[config.mk]
export PLATFORM = sky130hd
export DESIGN_NAME = uart_boot_loader_flat
export DESIGN_NICKNAME = d
export VERILOG_FILES = /design/src/rtl/uart_boot_loader_if.sv /design/src/rtl/uart_boot_loader.sv /design/src/flat_wrapper.sv
export SDC_FILE = /design/constraint.sdc
export NUM_CORES = 1
export LEC_CHECK = 0
export CAP_MARGIN = 30
export CORE_ASPECT_RATIO = 0.6
export CORE_MARGIN = 3
export CORE_UTILIZATION = 55
export DETAILED_ROUTE_END_ITERATION = 8
export PLACE_DENSITY = 0.88
export REMOVE_ABC_BUFFERS = 1
export SLEW_MARGIN = 20
export SYNTH_ARGS = -nofsm -noshare
export SYNTH_HDL_FRONTEND = slang
export SYNTH_SLANG_ARGS = --single-unit
[constraint.sdc]
create_clock -name clk -period 3.4 [get_ports clk]
set_clock_uncertainty 0.1 [all_clocks]
set_input_delay 0.85 -clock clk [delete_from_list [all_inputs] [get_ports clk]]
set_output_delay 0.85 -clock clk [all_outputs]
set_load 0.005 [all_outputs]
[src/rtl/uart_boot_loader_if.sv]
// RAM write port driven by the UART boot loader.
// The master side produces single-cycle write strobes with address and data.
interface uart_boot_loader_if #(
    parameter int ADDR_W = 12
);
    logic              mem_we;
    logic [ADDR_W-1:0] mem_addr;
    logic [31:0]       mem_wdata;

    modport master (output mem_we, mem_addr, mem_wdata);
    modport slave  (input  mem_we, mem_addr, mem_wdata);
endinterface

[src/rtl/uart_boot_loader.sv]
// UART (8N1) program loader: MAGIC, 16-bit little-endian word count, then words (LE),
// written into RAM while the core is held in reset; core is released once the image is in.
module uart_boot_loader #(
    parameter int         CLKS_PER_BIT = 868,
    parameter int         ADDR_W       = 12,
    parameter logic [7:0] MAGIC        = 8'hA5
) (
    input  logic               clk,
    input  logic               rst,
    input  logic               rx,
    uart_boot_loader_if.master mem,
    output logic               core_rst,
    output logic               busy,
    output logic               done,
    output logic               err
);
    localparam int             CW      = $clog2(CLKS_PER_BIT);
    localparam logic [CW-1:0]  FULL_M1 = CW'(CLKS_PER_BIT - 1);
    localparam logic [CW-1:0]  HALF_M1 = CW'(CLKS_PER_BIT / 2 - 1);
    localparam logic [16:0]    MAX_LEN = 17'(1) << ADDR_W;

    // ---------------- receiver ----------------
    typedef enum logic [2:0] {R_IDLE, R_START, R_DATA, R_STOP, R_REARM} rx_state_t;

    logic          rx_s1, rx_s2;
    rx_state_t     rx_st, rx_nxt;
    logic [CW-1:0] cnt;
    logic [2:0]    bit_idx;
    logic [7:0]    sh;
    logic          tick, byte_valid, frame_err;

    always_ff @(posedge clk or negedge rst) begin
        if (!rst) begin
            rx_s1 <= 1'b1;
            rx_s2 <= 1'b1;
        end else begin
            rx_s1 <= rx;
            rx_s2 <= rx_s1;
        end
    end

    // First sample lands half a bit after the edge, then every full bit (bit centres).
    assign tick = (cnt == ((rx_st == R_START) ? HALF_M1 : FULL_M1));

    always_comb begin
        rx_nxt     = rx_st;
        byte_valid = 1'b0;
        frame_err  = 1'b0;
        unique case (rx_st)
            R_IDLE:  if (!rx_s2) rx_nxt = R_START;
            R_START: if (tick) rx_nxt = rx_s2 ? R_IDLE : R_DATA;
            R_DATA:  if (tick && bit_idx == 3'd7) rx_nxt = R_STOP;
            R_STOP: begin
                if (tick) begin
                    if (rx_s2) begin
                        byte_valid = 1'b1;
                        rx_nxt     = R_IDLE;
                    end else begin
                        frame_err = 1'b1;
                        rx_nxt    = R_REARM;
                    end
                end
            end
            R_REARM: if (rx_s2) rx_nxt = R_IDLE;
            default: rx_nxt = R_IDLE;
        endcase
    end

    always_ff @(posedge clk or negedge rst) begin
        if (!rst) begin
            rx_st   <= R_IDLE;
            cnt     <= '0;
            bit_idx <= '0;
            sh      <= '0;
        end else begin
            rx_st <= rx_nxt;
            cnt   <= (rx_nxt != rx_st || tick) ? '0 : cnt + 1'b1;
            if (rx_st == R_START)
                bit_idx <= '0;
            else if (rx_st == R_DATA && tick) begin
                bit_idx <= bit_idx + 3'd1;
                sh      <= {rx_s2, sh[7:1]};
            end
        end
    end

    // ---------------- loader ----------------
    typedef enum logic [2:0] {L_MAGIC, L_LEN_LO, L_LEN_HI, L_DATA, L_DONE} ld_state_t;

    ld_state_t     st, st_nxt;
    logic [7:0]    len_lo;
    logic [15:0]   len;
    logic [ADDR_W:0] word_cnt;
    logic [1:0]    byte_cnt;
    logic [23:0]   wbuf;
    logic [16:0]   len_full, wc_inc;
    logic          go, abort, wr, last_word;

    assign len_full  = {1'b0, sh, len_lo};
    assign wc_inc    = 17'(word_cnt) + 17'd1;
    assign wr        = (st == L_DATA) && byte_valid && (byte_cnt == 2'd3);
    assign last_word = (wc_inc == {1'b0, len});

    always_comb begin
        st_nxt = st;
        go     = 1'b0;
        abort  = 1'b0;
        unique case (st)
            L_MAGIC: begin
                if (byte_valid && sh == MAGIC) begin
                    st_nxt = L_LEN_LO;
                    go     = 1'b1;
                end
            end
            L_LEN_LO: begin
                if (frame_err)       abort  = 1'b1;
                else if (byte_valid) st_nxt = L_LEN_HI;
            end
            L_LEN_HI: begin
                if (frame_err) abort = 1'b1;
                else if (byte_valid) begin
                    if (len_full == 17'd0)        st_nxt = L_DONE;
                    else if (len_full > MAX_LEN)  abort  = 1'b1;
                    else                          st_nxt = L_DATA;
                end
            end
            L_DATA: begin
                if (frame_err)              abort  = 1'b1;
                else if (wr && last_word)   st_nxt = L_DONE;
            end
            L_DONE:  st_nxt = L_DONE;
            default: st_nxt = L_MAGIC;
        endcase
        if (abort) st_nxt = L_MAGIC;
    end

    always_ff @(posedge clk or negedge rst) begin
        if (!rst) begin
            st            <= L_MAGIC;
            len_lo        <= '0;
            len           <= '0;
            word_cnt      <= '0;
            byte_cnt      <= '0;
            wbuf          <= '0;
            mem.mem_we    <= 1'b0;
            mem.mem_addr  <= '0;
            mem.mem_wdata <= '0;
            busy          <= 1'b0;
            done          <= 1'b0;
            err           <= 1'b0;
        end else begin
            st         <= st_nxt;
            mem.mem_we <= wr;
            if (go) begin
                busy <= 1'b1;
                err  <= 1'b0;
            end
            if (abort) begin
                busy <= 1'b0;
                err  <= 1'b1;
            end
            // done trails the final write strobe by one cycle
            if (st == L_DONE) begin
                busy <= 1'b0;
                done <= 1'b1;
            end
            if (st == L_LEN_LO && byte_valid) len_lo <= sh;
            if (st == L_LEN_HI && byte_valid) begin
                len      <= len_full[15:0];
                word_cnt <= '0;
                byte_cnt <= '0;
            end
            if (st == L_DATA && byte_valid) begin
                byte_cnt <= byte_cnt + 2'd1;
                wbuf     <= {sh, wbuf[23:8]};
                if (wr) begin
                    mem.mem_addr  <= word_cnt[ADDR_W-1:0];
                    mem.mem_wdata <= {sh, wbuf};
                    word_cnt      <= word_cnt + 1'b1;
                end
            end
        end
    end

    assign core_rst = ~done;
endmodule

[src/flat_wrapper.sv]
// flat-port wrapper written by rule: the top's interface ports become plain ports
module uart_boot_loader_flat 
#(
    parameter int         CLKS_PER_BIT = 868,
    parameter int         ADDR_W       = 12,
    parameter logic [7:0] MAGIC        = 8'hA5
)
  (clk, rst, rx, core_rst, busy, done, err, mem_mem_we, mem_mem_addr, mem_mem_wdata);
  uart_boot_loader_if #(.ADDR_W(ADDR_W)) mem_i ();
  input  logic clk;
  input  logic rst;
  input  logic rx;
  output logic core_rst;
  output logic busy;
  output logic done;
  output logic err;
  output wire logic [$bits(mem_i.mem_we)-1:0] mem_mem_we;
  output wire logic [$bits(mem_i.mem_addr)-1:0] mem_mem_addr;
  output wire logic [$bits(mem_i.mem_wdata)-1:0] mem_mem_wdata;
  assign mem_mem_we = mem_i.mem_we;
  assign mem_mem_addr = mem_i.mem_addr;
  assign mem_mem_wdata = mem_i.mem_wdata;
  uart_boot_loader #(.CLKS_PER_BIT(CLKS_PER_BIT), .ADDR_W(ADDR_W), .MAGIC(MAGIC)) u_core (.clk(clk), .rst(rst), .rx(rx), .mem(mem_i), .core_rst(core_rst), .busy(busy), .done(done), .err(err));
endmodule
# Word level (Yosys, flattened, before mapping)
# Index checks and enable logic that the tools add are counted.
[totals]
regBits = 140
out_inout_bits = 49
[classes]
n_lt_le_gt_ge = 1
muxes = 47
n_reduce_logical = 20
eq_ne = 22
n_bitwise = 2
add_sub_neg = 5
[ops]
columns = ["operator", "count"]
rows = [
  ["two-way mux 3 bit", 18],
  ["two-way mux 13 bit", 3],
  ["case mux 3 bit (5 select lines)", 2],
  ["two-way mux 10 bit", 2],
  ["two-way mux 1 bit", 18],
  ["equality test 17 x 16 -> 1 bit", 1],
  ["zero test 17 bit", 1],
  ["greater-than comparator 16 x 13 -> 1 bit (second input constant)", 1],
  ["adder 13 x 1 -> 14 bit (second input constant)", 1],
  ["adder 13 x 1 -> 13 bit (second input constant)", 1],
  ["equality test 3 x 2 -> 1 bit (second input constant)", 4],
  ["adder 10 x 1 -> 10 bit (second input constant)", 1],
  ["equality test 10 bit", 1],
  ["equality test 3 bit (second input constant)", 3],
  ["inequality test 3 x 1 -> 1 bit (second input constant)", 3],
  ["inequality test 3 bit (second input constant)", 3],
  ["equality test 8 bit (second input constant)", 1],
  ["logical AND 1 bit", 8],
  ["AND reduction 8 bit", 1],
  ["equality test 3 x 1 -> 1 bit (second input constant)", 2],
  ["zero test 3 bit", 2],
  ["two-way mux 2 bit", 3],
  ["nonzero test 2 bit", 3],
  ["inequality test 4 x 2 -> 1 bit (second input constant)", 1],
  ["other kinds (11)", 13],
]

# Depth between registers and ports, before layout
# Gate-level depths: netlist (run 1).
[logic_depth]
word_depth = 12
mapped_depth = 10

# Worst setup path after synthesis (run 1)
# Ideal clock, no wire load.
[synth_timing]
kind = "register to register"
from = "register u_core.cnt[2]"
to = "register u_core.word_cnt[6]"
slack_ps = 1221
path_stages_with_launch = 8
arrival_time_ps = 1947
setup_ps = 132
cell_sequence = "dfrtp_1 > nand4bb_4 > or4_4 > nor3_4 > nor2_1 > buf_6 > o21ai_1 > o31ai_1"
[synth_between]
elab_chain_cells = 7
[synth_rtl]
columns = ["item", "line", "text"]
rows = [
  ["start: declaration", "uart_boot_loader.sv:27", "logic [CW-1:0] cnt;"],
  ["start signal: assignment", "uart_boot_loader.sv:77", "cnt <= (rx_nxt != rx_st || tick) ? '0 : cnt + 1'b1;"],
  ["equality test 10 bit *", "uart_boot_loader.sv:43", "assign tick = (cnt == ((rx_st == R_START) ? HALF_M1 : FULL_M1));"],
  ["two-way mux 1 bit *", "uart_boot_loader.sv:54", "if (tick) begin"],
  ["two-way mux 1 bit *", "uart_boot_loader.sv:49", "unique case (rx_st)"],
  ["logical AND 1 bit (on tied branches)", "uart_boot_loader.sv:168, uart_boot_loader.sv:101, uart_boot_loader.sv:173", ""],
  ["two-way mux 13 bit or logical AND 1 bit (tied branches)", "uart_boot_loader.sv:168, uart_boot_loader.sv:101", ""],
  ["two-way mux 13 bit", "uart_boot_loader.sv:176", "if (wr) begin"],
  ["two-way mux 13 bit *", "uart_boot_loader.sv:173", "if (st == L_DATA && byte_valid) begin"],
  ["end signal: assignment", "uart_boot_loader.sv:179", "word_cnt <= word_cnt + 1'b1;"],
  ["end: declaration", "uart_boot_loader.sv:93", "logic [ADDR_W:0] word_cnt;"],
]
# Every way passes the cells marked *; elsewhere a longest branch is shown, timed or not.
# A chain may end at the register's enable or synchronous reset.

# Worst setup path after layout (run 1)
[layout_timing]
from = "register u_core.word_cnt[0]"
to = "register u_core.st[0]"
[layout_between]
elab_chain_cells = 5
[layout_rtl]
columns = ["item", "line", "text"]
rows = [
  ["adder 13 x 1 -> 14 bit", "uart_boot_loader.sv:100", "assign wc_inc = 17'(word_cnt) + 17'd1;"],
  ["equality test 17 x 16 -> 1 bit", "uart_boot_loader.sv:102", "assign last_word = (wc_inc == {1'b0, len});"],
  ["logical AND 1 bit", "uart_boot_loader.sv:129", "else if (wr && last_word) st_nxt = L_DONE;"],
  ["inequality test 3 x 2 -> 1 bit (no source line)", "--", ""],
  ["AND reduction 8 bit (no source line)", "--", ""],
  ["end signal: assignment", "uart_boot_loader.sv:152", "st <= st_nxt;"],
  ["end: declaration", "uart_boot_loader.sv:90", "ld_state_t st, st_nxt;"],
]
# Every way passes these cells.

==> results of run 1 <==
==> cell families (layout without fill, tap and decap cells) <==
kind of cell    Yosys count  in the layout
compound gates           77             77
xor+xnor                 21             21
fa+ha+maj                 5              5
buf+inv                  49             98
flops                   140            140
mux                      46             46
simple gates            326            326
==> critical path, cell delays in order (launching register included) <==
cell      delay, ns
dfrtp_1        0.56
ha_1           0.52
inv_1          0.20
or3_1          0.40
a211o_1        0.31
nor4_2         0.21
o2111a_1       0.26
o21ai_0        0.09
==> synthesized netlist by cell type, types with 8 or more instances <==
library cell | n | area, µm²
a21oi_1 | 9 | 45.0
and3_1 | 11 | 68.8
buf_2 | 14 | 70.1
clkbuf_1 | 22 | 82.6
dfrtp_1 | 138 | 3450
mux2_2 | 39 | 439
nand2_1 | 199 | 747
nand2b_1 | 9 | 56.3
nand3_1 | 10 | 50.1
nor2_1 | 31 | 116
o21ai_0 | 18 | 90.1
o21ai_1 | 9 | 45.0
o31ai_1 | 8 | 60.1
xnor2_1 | 14 | 123
==> stage by stage <==
stage	utilization	cells	setup slack, ns	instance area [µm²]	total power [mW]
floorplan	-	623	0.445	6400	1.70
global placement	0.624	840	0.798	7170	1.74
detailed placement	0.624	840	0.702	7170	1.74
CTS	0.675	872	0.683	7750	3.55
global route	0.675	873	0.442	7750	3.64
finish	0.675	873	0.631	7750	3.53
==> final timing paths <==
kind | from | end | slack, ns
max in group asynchronous | rst | u_core.rx_s2 | 2.07
setup reg to reg | u_core.word_cnt[0] | u_core.st[0] | 0.63
min in group asynchronous | rst | u_core.mem.mem_addr[5] | 0.28
hold / removal | u_core.rx_s1 | u_core.rx_s2 | 0.26
hold reg to reg | u_core.rx_s1 | u_core.rx_s2 | 0.26
setup / recovery | u_core.word_cnt[0] | u_core.st[0] | 0.63
==> area by class of cell <==
class,count,area share
tap,160,0.0258
sequential,140,0.452
clock inverter,14,0.0194
clock buffer,18,0.0553
timing repair buffer,58,0.0744
inverter,8,0.00387
multi-input combinational,475,0.369
==> registers in the layout, indices dropped and copies added, names as in the netlist, 2 cells and up <==
| name | flops |
|---|---|
| u_core.st | 3 |
| u_core.word_cnt | 13 |
| u_core.len | 16 |
| u_core.byte_cnt | 2 |
| u_core.wbuf | 24 |
| u_core.rx_st | 3 |
| u_core.bit_idx | 3 |
| u_core.mem.mem_addr | 12 |
| u_core.mem.mem_wdata | 32 |
| u_core.cnt | 10 |
| u_core.len_lo | 8 |
| u_core.sh | 8 |
==> report_power, final <==
part / switching (mW) / internal, mW
sequential: 0.00250 / 1.67
combinational: 0.0318 / 0.00469
clock: 0.783 / 1.04
==> per-layer routing <==
| metal | GRT usage | wire [µm] | vias up |
|---|---|---|---|
| li1 | - | - | 2345 |
| met1 | 0.346 | 7230 | 2516 |
| met2 | 0.390 | 7230 | 196 |
| met3 | 0.0632 | 1010 | 35 |
| met4 | 0.0829 | 301 | 0 |
| met5 | 0 | 0 | - |
==> flow_metrics.tcl, run 1 <==
set metrics [dict create \
    status "complete, no violations" \
    die_area_um2 13400 \
    grt_overflow 0 \
    final_cell_mix "199 x nand2_1, 138 x dfrtp_1, 50 x clkdlybuf4s50_1" \
    synth-edff-count 0 \
    tightest_slew_ns 0.933 \
    clk_latency_ns 0.42 \
    synth_ff_type "dfrtp_1" \
    crit_fanout 13 \
    synth_compound_area_frac 0.0778 \
    grt_first_pass_wirelength_um 26700 \
    grt_pass1_vias 5207 \
    vias 5092 \
    post_cts_buffers 0 \
    finalHoldViolCount 0 \
    coreArea_um2 11500 \
    die_y_um 90.8 \
    htreeDepth 4 \
    grt_antenna_before_repair 0 \
    syn2layout_area_growth_pct 17.7 \
    hold_path_depth 0 \
    cp.arrival_ns 2.96 \
    cts_buffer_depth 2 \
    tritoncts "done" \
    initial_core_util 0.574 \
    dp_hpwl_um 10400 \
    maxCapViolations 0 \
    finalCritPeriodShare 0.814 \
    drt_iter0_drc 518 \
    synth.mux.area_fraction 0.0774 \
    worstPathRequired_ns 3.59 \
    hp-class "reg2reg" \
    cts_resized 0 \
    gp_congestion 1.02 \
    via_per_inst 5.83 \
    grt_max_degree 91 \
    clkSlewWorstSetupHoldPaths_ns 0.06 \
    post-route-drc-count 0 \
    synth_top_family_by_area "simple AND/OR/NAND/NOR gates" \
    final_nets 708 \
    nFillCells 852 \
    die_x_um 147 \
    antennaDiodeCount 0 \
    yosys_warnings 0 \
    cts_buffers 17 \
    firstDrtPassIters 5 \
    ioPinCount 52 \
    syn_avg_cell_area_um2 9.93 \
    track_usage 0.250 \
    drv_slew 0 \
    synthAdderAreaFrac 0.00949 \
    leakage_nw 3.72 \
    period_minus_slack_ns 2.77 \
    startpoint_type "flop" \
    vdd_drop_max_v 0.000339 \
    antenna_left 0 \
    synth_cells 664 \
    holdWs_ns 0.259 \
    netlist_area_um2 6590 \
    cts-root-buf "clkbuf_16" \
    io_buffers 51 \
    yosys.area_share.simple 0.241 \
    ys_seq_area_frac 0.532 \
    rsz0062_at_grt "false" \
    path_class "reg2reg" \
    num_rows 30 \
    crit_path_end_kind "flop" \
    timing.fmax_mhz 361 \
    cts_hold_buf 0 \
    tns_ns 0 \
    multi_input_area_um2 2860 \
    yosysUniqueCellTypes 68 \
    final_common_cell "nand2_1" \
    cts.sinks 140 \
    slew_headroom 0.372 \
    setup_viol 0 \
    ys_ff_latch 140 \
    synthArstFlopShare 1.00 \
    routedWlPerCell_um 18.1 \
    reg2regPathDepth 7 \
    synthXorXnorAreaFrac 0.0279 \
    regArea_um2 3510 \
    powerDensity_nw_per_um2 455 \
    routed_wl_um 15800 \
    drive_above_1_share 0.136 \
]
Power figures use the tool's default switching activity.
==> run 2: changes to the inputs <==
--- a/config.mk
+++ b/config.mk
@@ -8,7 +8,7 @@
 export CAP_MARGIN = 30
 export CORE_ASPECT_RATIO = 0.6
 export CORE_MARGIN = 3
-export CORE_UTILIZATION = 55
+export CORE_UTILIZATION = 53
 export DETAILED_ROUTE_END_ITERATION = 8
 export PLACE_DENSITY = 0.88
 export REMOVE_ABC_BUFFERS = 1
==> constraint.sdc (replaced) <==
create_clock -name clk -period 2.3 [get_ports clk]
set_clock_uncertainty 0.1 [all_clocks]
set_input_delay 0.575 -clock clk [delete_from_list [all_inputs] [get_ports clk]]
set_output_delay 0.575 -clock clk [all_outputs]
set_load 0.005 [all_outputs]
==> run 2 against run 1 <==
Critical path type unchanged; hold slack improved by 0.00095 ns; critical path depth fell by 1; register-to-register slack got worse by 0.60 ns; clock power rose by 42%; first-iteration DRC count fell by 13%; sequential power rose by 48%; cell area rose by 5.3%; worst setup slack got worse by 0.60 ns; via count rose by 3.8%; non-clock buffer count rose by 45; sequential share of layout area fell by 2.3 points.
==> flow_metrics.tcl, run 2 (same netlist as run 1, synthesis figures left out) <==
set metrics [dict create \
    initial_core_util 0.563 \
    cts_buffer_depth 2 \
    fin_util 0.698 \
    tns_ns 0 \
    vias 5285 \
    grt_overflow 0 \
    clkSlewWorstSetupHoldPaths_ns 0.07 \
    intPower_mw 3.90 \
    status "complete, no violations" \
    final_nets 753 \
    cts_buffers 17 \
    antenna_left 0 \
    worstPathRequired_ns 2.55 \
    largestRegisters "u_core.mem.mem_wdata x32, u_core.wbuf x24, u_core.len x16" \
    antennaDiodeCount 0 \
    layoutNonFillerInstCount 918 \
    cp.arrival_ns 2.52 \
    grt_max_degree 52 \
    max_flop_register "u_core.mem.mem_wdata" \
    powerDensity_nw_per_um2 626 \
    crit_fanout 4 \
    drt_iter0_drc 452 \
    largest_reg_flops 32 \
    reg2regPathDepth 6 \
    hp-class "reg2reg" \
    finalHoldViolCount 0 \
    min_from "u_core.rx_s1" \
    die_x_um 150 \
    die_area_um2 13900 \
    p_clk_frac 0.505 \
    clk_latency_ns 0.42 \
    num_rows 30 \
    routedWlPerCell_um 17.7 \
    final.setup.worst_slack_ns 0.0329 \
    dp_hpwl_um 10700 \
    power.switching_mw 1.21 \
    cts-root-buf "clkbuf_16" \
    holdWs_ns 0.259 \
    power_mw 5.12 \
    hold_path_depth 0 \
    holdPathEnd "u_core.rx_s2" \
    post-route-drc-count 0 \
    timing.fmax_mhz 441 \
    finalCritPeriodShare 0.986 \
    pwr-share-comb 0.013 \
    nFillCells 829 \
    syn2layout_area_growth_pct 23.9 \
    setup_viol 0 \
    path_class "reg2reg" \
    track_usage 0.245 \
    grt_first_pass_wirelength_um 26800 \
    grt_antenna_before_repair 0 \
    vdd_drop_max_v 0.000527 \
    dp_cells 879 \
    gp_congestion 0.901 \
    firstDrtPassIters 5 \
    rsz0062_at_grt "true" \
    placed_cell_area_um2 7500 \
    period_minus_slack_ns 2.27 \
    final_cell_mix "197 x nand2_1, 137 x dfrtp_1, 50 x clkdlybuf4s50_1" \
    switching_share 0.237 \
    tightest_slew_ns 0.524 \
    startpoint_type "flop" \
    drv_slew 0 \
    stdcell_area_um2 8170 \
    tritoncts "done" \
    via_per_inst 5.76 \
    leakage_nw 4.00 \
    io_buffers 51 \
    reg2reg_from "u_core.cnt[3]" \
    maxCapViolations 0 \
    htreeDepth 4 \
    slew_headroom 0.650 \
    drive_above_1_share 0.197 \
    ioPinCount 52 \
    ff2ff_setup_slack_ns 0.03 \
    coreArea_um2 11700 \
    grt_pass1_vias 5361 \
    final_common_cell "nand2_1" \
    seqPwrFrac 0.482 \
    r2r-end "u_core.st[2]" \
    crit_path_end_kind "flop" \
    die_y_um 92.4 \
    cts.sinks 140 \
    dp_slack_ns -0.0236 \
    routed_wl_um 16200 \
]
==> run 2: cell types whose count changed in the layout (fill, tap and decap cells not counted), moves of 3 or more <==
cell	delta
buf_4	+40
buf_12	+3
inv_6	+3
inv_8	-3
==> run 2: worst max-delay path by stage <==
| stage | from | endpoint | slack [ns] |
|---|---|---|---|
| after floorplan | u_core.cnt[2] | u_core.word_cnt[11] | -0.65 |
| after global placement | u_core.cnt[2] | u_core.st[0] | 0.06 |
| after detailed placement | u_core.word_cnt[0] | u_core.st[1] | -0.02 |
| after CTS | u_core.cnt[2] | u_core.st[1] | -0.002 |
| after global routing | u_core.cnt[3] | u_core.st[2] | -0.05 |
| final | u_core.cnt[3] | u_core.st[2] | 0.03 |
==> run 2: power by group through the flow <==
stage,clock network (mW),logic [mW],registers (mW)
after global placement,0,0.0636,2.51
after CTS,2.61,0.0683,2.47
final,2.58,0.0658,2.47
after detailed placement,0,0.0670,2.51
after floorplan,0,0.000607,2.51
after global routing,2.74,0.0755,2.46
==> run 2: final cells by class <==
class	instances	area [µm²]	share of cell area
clock buffer	18	429	0.0525
timing repair buffer	103	972	0.119
inverter	8	30.0	0.00368
clock inverter	14	128	0.0156
tap	160	200	0.0245
sequential	140	3510	0.429
multi-input combinational	475	2900	0.355
==> run 2: repair_timing <==
item | CTS | global route
buffers inserted | 0 | 5
cloned | 0 | 1
hold buffers | 1 | 0
setup endpoints to repair | 4 | 64
pin swaps | 1 | 8
resized for setup | 2 | 10
hold endpoints to repair | 39 | 0
==> run 2: metal layers <==
metal | GRT usage | part of all wire | up-vias
li1 | - | - | 2447
met1 | 0.345 | 0.45 | 2594
met2 | 0.379 | 0.46 | 220
met3 | 0.0572 | 0.072 | 24
met4 | 0.0776 | 0.013 | 0
met5 | 0 | 0 | -
==> run 2: worst max-delay path, stage by stage, from the launching register on <==
cell and delay [ns]:
dfrtp_1 0.40, nand4bb_4 0.28, or4_4 0.54, a211o_1 0.25, nor4_2 0.20, o2111a_1 0.26, o22a_1 0.15
==> run 3: changes to the inputs <==
--- a/config.mk
+++ b/config.mk
@@ -10,9 +10,9 @@
 export CORE_MARGIN = 3
 export CORE_UTILIZATION = 53
 export DETAILED_ROUTE_END_ITERATION = 8
+export GPL_ROUTABILITY_DRIVEN = 0
 export PLACE_DENSITY = 0.88
 export REMOVE_ABC_BUFFERS = 1
-export SLEW_MARGIN = 20
 export SYNTH_ARGS = -nofsm -noshare
 export SYNTH_HDL_FRONTEND = slang
 export SYNTH_SLANG_ARGS = --single-unit
==> run 3 against run 2 <==
Hold slack worse by 0.0014 ns; total power up 0.90%; final cell count down 0.33%; non-clock buffer count down 3; die area unchanged; sequential share of layout area up 0.24 points; the run now ends with negative setup slack left; worst setup slack worse by 0.037 ns; critical endpoint is now u_core.st[0].
==> flow_metrics.tcl, run 3 (same netlist as run 1, synthesis figures left out) <==
set metrics [dict create \
    rsz0062_at_grt "true" \
    hp-class "reg2reg" \
    firstDrtPassIters 5 \
    clk_latency_ns 0.42 \
    setup_viol 2 \
    maxCapViolations 0 \
    die_x_um 150 \
    vdd_drop_max_v 0.000541 \
    top_layer_used "met4" \
    coreArea_um2 11700 \
    finalHoldViolCount 0 \
    period_minus_slack_ns 2.30 \
    final_cell_mix "197 x nand2_1, 135 x dfrtp_1, 50 x clkdlybuf4s50_1" \
    die_area_um2 13900 \
    htreeDepth 4 \
    grt_overflow 0 \
    multi_input_area_um2 2910 \
    grt_first_pass_wirelength_um 27200 \
    wl_met3_um 1320 \
    tritoncts "done" \
    status "complete, but fails checks" \
    wl_met1_um 7210 \
    path_cells "nand4bb_4, or4_4, a211o_1, nor4_2, o2111a_1, o21ai_1" \
    tightest_slew_ns 0.563 \
    cts_buffer_depth 2 \
    nFillCells 823 \
    regArea_um2 3510 \
    finalCritPeriodShare 1.00 \
    cp.arrival_ns 2.50 \
    drive_above_1_share 0.193 \
    track_usage 0.249 \
    routed_wl_um 16500 \
    path_class "reg2reg" \
    via_per_inst 5.89 \
    antenna_left 0 \
    max_flop_register "u_core.mem.mem_wdata" \
    placed_cell_area_um2 7470 \
    worst_path_largest_cell_delay_ns 0.59 \
    initial_core_util 0.563 \
    post-route-drc-count 0 \
    crit_fanout 5 \
    io_buffers 51 \
    largest_reg_flops 32 \
    antennaDiodeCount 0 \
    syn2layout_area_growth_pct 23.3 \
    reg2regPathDepth 6 \
    cpMaxStageDelayCell "or4_4" \
    num_rows 30 \
    routedWlPerCell_um 18.0 \
    grt_antenna_before_repair 0 \
    dp_slack_ns 0.00164 \
    powerDensity_nw_per_um2 635 \
    slew_headroom 0.624 \
    wl_met2_um 7730 \
    grt_pass1_vias 5350 \
    cts_buffers 17 \
    timing.fmax_mhz 434 \
    final_common_cell "nand2_1" \
    ioPinCount 52 \
    dp_hpwl_um 10700 \
    final.setup.worst_slack_ns -0.00416 \
    largestRegisters "u_core.mem.mem_wdata x32, u_core.wbuf x24, u_core.len x16" \
    cts-root-buf "clkbuf_16" \
    violations "negative setup slack" \
    drt_iter0_drc 846 \
    cts.sinks 140 \
    power_mw 5.16 \
    startpoint_type "flop" \
    final_nets 750 \
    crit_path_end_kind "flop" \
    worstPathRequired_ns 2.49 \
    grt_max_degree 52 \
    vias 5385 \
    stdcell_area_um2 8130 \
    drv_slew 0 \
    hold_path_depth 0 \
    holdWs_ns 0.258 \
    fin_util 0.694 \
    clkSlewWorstSetupHoldPaths_ns 0.06 \
    leakage_nw 3.99 \
    die_y_um 92.4 \
]
run 3: cell count changes in the layout (fill, tap and decap cells not counted), sizes merged:
cell      delta
bufinv       +1
clkbuf       +2
inv          -5
clkinvlp     +1
buf          -2
run 3: timing repair:
action / CTS / global route
endpoints found under the setup margin: 7 / 50
setup buffers: 0 / 5
hold endpoints to repair: 35 / 0
pin swaps: 1 / 7
resized for setup: 2 / 14
hold buffers: 1 / 0
run 3: worst max-delay path: cells and delay by family (launching register included):
family	cells	cell delay (ns)
AND/OR/NAND/NOR	3	1.09
AO/OA/AOI/OAI	3	0.61
flip-flops	1	0.38
run 3: area by class of cell:
cell class                 count  share of cell area
timing repair buffer         100               0.113
clock inverter                11              0.0137
clock buffer                  21              0.0554
multi-input combinational    475               0.358
sequential                   140               0.432
tap                          160              0.0246
inverter                       8             0.00369
run 3: through the flow:
step            TNS, ns  instances
6_report       -0.00546        915
3_3_place_gp          0        877
4_1_cts               0        910
3_5_place_dp          0        877
5_1_grt          -0.388        915
2_1_floorplan    -25.02        623
run 3: path summary, 6_finish.rpt:
check	slack [ns]	to	start
worst max-delay path	-0.004	u_core.st[0]	u_core.cnt[4]
worst min-delay path	0.26	u_core.rx_s2	u_core.rx_s1
worst min register to register	0.26	u_core.rx_s2	u_core.rx_s1
min in group asynchronous	0.54	u_core.mem.mem_addr[10]	rst
max in group asynchronous	0.93	u_core.rx_s1	rst
worst max register to register	-0.004	u_core.st[0]	u_core.cnt[4]
run 3: metal layers:
layer	vias up	GRT usage
li1	2439	-
met1	2662	0.347
met2	255	0.385
met3	29	0.0645
met4	0	0.0769
met5	-	0
run 3: report_power, final:
| part | leakage [nW] | switching (mW) | total (mW) | internal (mW) |
|---|---|---|---|---|
| clock network | 0.269 | 1.10 | 2.63 | 1.53 |
| registers | 1.93 | 0.000798 | 2.47 | 2.47 |
| logic | 1.79 | 0.0526 | 0.0662 | 0.0136 |
| total | 3.99 | 1.15 | 5.16 | 4.01 |
